### src/rtl/spike_row_scheduler.sv
// Spike-gated three-lane synaptic row sequencer with saturating membrane accumulators.
// Optional build macro SPIKE_SKIP_EN: fetch only rows whose latched spike bit is set.
module spike_row_scheduler #(
   parameter int N_IN   = 8,
   parameter int ADDR_W = 3
) (
   input  logic              clk,
   input  logic              rst,
   input  logic              start,
   input  logic [N_IN-1:0]   spikes,
   output logic              wt_rd_en,
   output logic [ADDR_W-1:0] wt_addr,
   input  logic [47:0]       wt_data,
   output logic              busy,
   output logic              done,
   output logic [47:0]       acc_out,
   output logic              acc_valid
);

   // state   | meaning
   // S_IDLE  | waiting for start; last result held on acc_out
   // S_FETCH | weight read issued for row_q
   // S_ACC   | wt_data valid; gate by spike bit and accumulate
   // S_DONE  | one-cycle done pulse, result becomes valid
   typedef enum logic [1:0] {S_IDLE, S_FETCH, S_ACC, S_DONE} state_t;

   state_t            state_q;
   logic [N_IN-1:0]   spk_q;
   logic [ADDR_W-1:0] row_q;
   logic [47:0]       acc_q, acc_d;
   logic              rd_en_q, busy_q, done_q, acc_valid_q;
   logic [ADDR_W-1:0] addr_q;

   logic              first_found, nxt_found;
   logic [ADDR_W-1:0] first_row, nxt_row;

   function automatic logic [15:0] sat16(input logic [15:0] a, input logic [15:0] b);
      logic [16:0] s;
      s = {a[15], a} + {b[15], b};
      // bits 16 and 15 disagree only when the 16-bit result overflowed
      if (s[16] != s[15]) sat16 = s[16] ? 16'h8000 : 16'h7FFF;
      else                sat16 = s[15:0];
   endfunction

   always_comb begin
      acc_d = acc_q;
      for (int l = 0; l < 3; l++) begin
         acc_d[16*l +: 16] = sat16(acc_q[16*l +: 16],
                                   spk_q[row_q] ? wt_data[16*l +: 16] : 16'd0);
      end
   end

`ifdef SPIKE_SKIP_EN
   // descending scan so the lowest qualifying index wins
   always_comb begin
      first_found = 1'b0;
      first_row   = '0;
      nxt_found   = 1'b0;
      nxt_row     = '0;
      for (int i = N_IN - 1; i >= 0; i--) begin
         if (spikes[i]) begin
            first_found = 1'b1;
            first_row   = ADDR_W'(i);
         end
         if (spk_q[i] && (i > int'(row_q))) begin
            nxt_found = 1'b1;
            nxt_row   = ADDR_W'(i);
         end
      end
   end
`else
   assign first_found = 1'b1;
   assign first_row   = '0;
   assign nxt_found   = (row_q != ADDR_W'(N_IN - 1));
   assign nxt_row     = row_q + 1'b1;
`endif

   always_ff @(posedge clk) begin
      if (rst) begin
         state_q     <= S_IDLE;
         spk_q       <= '0;
         row_q       <= '0;
         acc_q       <= '0;
         rd_en_q     <= 1'b0;
         addr_q      <= '0;
         busy_q      <= 1'b0;
         done_q      <= 1'b0;
         acc_valid_q <= 1'b0;
      end else begin
         case (state_q)
            S_IDLE: begin
               if (start) begin
                  spk_q       <= spikes;
                  acc_q       <= '0;
                  acc_valid_q <= 1'b0;
                  busy_q      <= 1'b1;
                  if (first_found) begin
                     state_q <= S_FETCH;
                     row_q   <= first_row;
                     rd_en_q <= 1'b1;
                     addr_q  <= first_row;
                  end else begin
                     state_q <= S_DONE;
                     row_q   <= '0;
                     done_q  <= 1'b1;
                  end
               end
            end
            S_FETCH: begin
               state_q <= S_ACC;
               rd_en_q <= 1'b0;
               addr_q  <= '0;
            end
            S_ACC: begin
               acc_q <= acc_d;
               if (nxt_found) begin
                  state_q <= S_FETCH;
                  row_q   <= nxt_row;
                  rd_en_q <= 1'b1;
                  addr_q  <= nxt_row;
               end else begin
                  state_q <= S_DONE;
                  done_q  <= 1'b1;
               end
            end
            S_DONE: begin
               state_q     <= S_IDLE;
               done_q      <= 1'b0;
               busy_q      <= 1'b0;
               acc_valid_q <= 1'b1;
            end
            default: state_q <= S_IDLE;
         endcase
      end
   end

   assign wt_rd_en  = rd_en_q;
   assign wt_addr   = addr_q;
   assign busy      = busy_q;
   assign done      = done_q;
   assign acc_out   = acc_q;
   assign acc_valid = acc_valid_q;

endmodule

### config.mk
export PLATFORM = sky130hd
export DESIGN_NAME = spike_row_scheduler
export DESIGN_NICKNAME = d
export VERILOG_FILES = /design/src/rtl/spike_row_scheduler.sv
export SDC_FILE = /design/constraint.sdc
export NUM_CORES = 1
export LEC_CHECK = 0
export BUFFER_PORTS_ARGS = -buffer_cell sky130_fd_sc_hd__buf_4
export CAP_MARGIN = 10
export CORE_UTILIZATION = 55
export DETAILED_ROUTE_END_ITERATION = 10
export PLACE_DENSITY = 0.81
export SLEW_MARGIN = 20
export SYNTH_ARGS = -nofsm -noshare
export SYNTH_HDL_FRONTEND = slang
export SYNTH_SLANG_ARGS = --single-unit
### constraint.sdc
create_clock -name clk -period 13.9 [get_ports clk]
set_input_delay 2.78 -clock clk [delete_from_list [all_inputs] [get_ports clk]]
set_output_delay 2.78 -clock clk [all_outputs]
set_load 0.1 [all_outputs]
==> flow_summary.toml <==
[outcome]
status = "completed"

[power]
leakage_nw = 2.80
power_density_nw_per_um2 = 76.1
ir_drop_v = 0.0000656

[global_route]
first_global_vias = 4870
gr-usage-met2_pct = 45.2
grt_first_pass_wirelength_um = 22100
overflow = 0
grt_use_total_pct = 27.3
grtUsageMet1_pct = 35.6
grt-busiest-layer = "met2"
grt_antenna_before_repair = 0
met3_usage_pct = 3.65
grt_max_degree = 41

[drt]
wirelength_um = 13300
firstDrtPassIters = 5
postRouteAntennaNets = 0
vias = 5204
avgViaCountPerCell = 5.88
route.detailed.drc = 0
wl_per_cell_um = 15.0
drtIter0Drc = 189

[layout]
multiInputGateArea_um2 = 3710
final_core_util_pct = 68.9
drive_above_1_share_pct = 19.8
num_antenna_cells = 0
fillers = 768
regArea_um2 = 1360
design_area_um2 = 6370
final_nets = 867
area_growth_pct = 21.7
fin_cells = 885

[sta]
post-route-period-util_pct = 44.0
maxSlewHeadroom_pct = 45.9
max_freq_mhz = 164
skew_ps = 13.0
worst_pin_slew_ps = 807
setup_violations = 0
tns_ps = 0
drv_slew = 0
finalCriticalPeriod_ps = 6110
final_hold_viol_count = 0
rsz0062_at_grt = "false"

[worst_setup_path]
crit_slowest_cell = "ha_1"
path_max_fanout = 14
cp_top_family = "compound AO/OA/AOI/OAI gates"
rr_startpoint = "row_q[0]$_SDFFE_PP0P_"
end_kind = "flop"
arrival_ps = 6390
crit_path_max_incr_delay_ps = 460
worstPathCellList = "buf_4, nor2b_1, ha_1, a211oi_1, o21ai_1, a31oi_2, o211ai_1, a41oi_1, nor4_1, or3_1, ha_1, nor2_1, a22oi_1, a21oi_1"
cp_common_cell = "ha_1"
worstSetupStartpointType = "input pin"
critical_path_buf_inv_count = 1
critPathLaunch = "wt_data[1]"
critical_path_class = "input pin to flop"
required_ps = 14180

[place]
hpwl_um = 9930
io_buffers = 113
gp_congestion = 0.917
placedInstanceArea_um2 = 6160
dp.cells = 869

[synthesis]
yosysWarnings = 0
ys_ff_latch = 68
async_flop_share_pct = 0
synthesis.nets = 767
synth_largest_area_cell = "dfxtp_1"
avgSynthCellArea_um2 = 8.04
synthFlopType = "dfxtp_1"
synth_top_area_share_pct = 26.0
ys_seq_area_share_pct = 26.0
synthCells = 651
ys_top_cells_by_area = "dfxtp_1 (26%), ha_1 (13%), a21oi_1 (7.2%)"
synth_edf_count = 0
synth_area_um2 = 5240
ys_types = 68

[cts]
cts_tree = "built"
hold_buffers = 0
cts_buffers = 9
cts_resized = 0
clk_pin_slew_ps = 90
cts.sinks = 68
cts_root_buffer = "clkbuf_8"
clock_latency_ps = 350
cts_setup_buffers = 0
cts-htree-levels = 3
ctsLongestPathBuffers = 2

[flow_run]
max_cap_viol_count = 0

[die]
rows = 35
die_h_um = 99.6
die_area_um2 = 9910
ioPinCount = 114
fp.dieW_um = 99.6
core_um2 = 9240
initial_core_util_pct = 56.7

[min_path]
hold_path.startpoint = "wt_rd_en$_SDFFE_PP0P_"
min-delay-path-class = "flop to flop"
cell usage after synthesis, drive strengths merged (4+ instances only):
library cell	n
xnor2	30
dfxtp	68
nand2	67
a21o	12
xor2	6
o31ai	7
nor3	8
clkbuf	21
buf	6
nor2	50
o21a	5
inv	17
nor2b	49
o21bai	8
o21ai	55
a22oi	8
nand2b	4
a211oi	12
or3	7
a21oi	78
ha	54
o211ai	7
nor4	5
nand3	8
a221o	13
kinds of logic (layout without fill, tap and decap cells):
| logic type | after synthesis | count (layout) | synth area share, % |
|---|---|---|---|
| compound gates | 231 | 231 | 29.5 |
| simple gates | 211 | 211 | 19.6 |
| flops | 68 | 68 | 26.0 |
| fa+ha+maj | 58 | 58 | 14.2 |
| buf+inv | 44 | 149 | 3.49 |
| xor+xnor | 36 | 36 | 6.17 |
| mux | 3 | 3 | 1.05 |
power breakdown:
| group | internal, W | switching (W) | leakage, nW |
|---|---|---|---|
| logic | 0.0000395 | 0.0000665 | 2.15 |
| clock network | 0.0000860 | 0.0000884 | 0.0988 |
| registers | 0.000200 | 0.00000475 | 0.550 |
| total | 0.000325 | 0.000160 | 2.80 |
metrics by stage:
stage | total power, W | hold WS, ps | setup WS, ps
floorplan | 0.000284 | 450 | 8170
CTS | 0.000486 | 467 | 7840
global placement | 0.000311 | 452 | 7590
finish | 0.000485 | 478 | 7790
global route | 0.000506 | 496 | 7470
detailed placement | 0.000314 | 452 | 7470
final timing paths:
path / slack [ps] / end / cells after the start
hold reg to reg: 480 / wt_rd_en$_SDFFE_PP0P_ / 2
hold / removal: 480 / wt_rd_en$_SDFFE_PP0P_ / 2
setup / recovery: 7790 / acc_out[7]$_SDFFE_PP0P_ / 14
setup reg to reg: 8470 / acc_out[19]$_SDFFE_PP0P_ / 16
placed cells by master (no fill, tap or decap), types with 13 or more instances in the layout:
cell,synthesis,routed
dfxtp_1,68,68
a221o_1,13,13
nor2_1,50,50
buf_4,0,116
ha_1,54,54
nor2b_1,49,48
o21ai_0,43,43
inv_1,17,17
xnor2_1,29,29
a21oi_1,75,75
nand2_1,67,67
worst register-to-register path, delay by kind of cell (launching register included):
| family | cells | cell delay (ps) |
|---|---|---|
| compound gates | 6 | 1630 |
| xor+xnor | 1 | 110 |
| fa+ha+maj | 2 | 880 |
| buf+inv | 2 | 590 |
| flops | 1 | 460 |
| mux | 2 | 1140 |
| simple gates | 3 | 490 |
metal layers:
metal	wire length [µm]	part of all wire [%]
met1	6070	46
met2	6310	47
met3	634	4.8
met4	289	2.2
met5	0	0
flip-flops by register name (all words and copies together) (netlist names):
signal and count:
acc_out 48, acc_valid 1, busy 1, done 1, row_q 3, spk_q 8, state_q 2, wt_addr 3
wt_rd_en 1
layout make-up:
type / count / area share, %
clock inverters: 7 / 1.30
well taps: 129 / 2.53
clock buffers: 9 / 1.94
flip-flops and latches: 68 / 21.4
inverters: 17 / 1.00
repair buffers: 116 / 13.7
multi-input cells: 539 / 58.2
No activity file was read; power rests on OpenSTA's default activity.
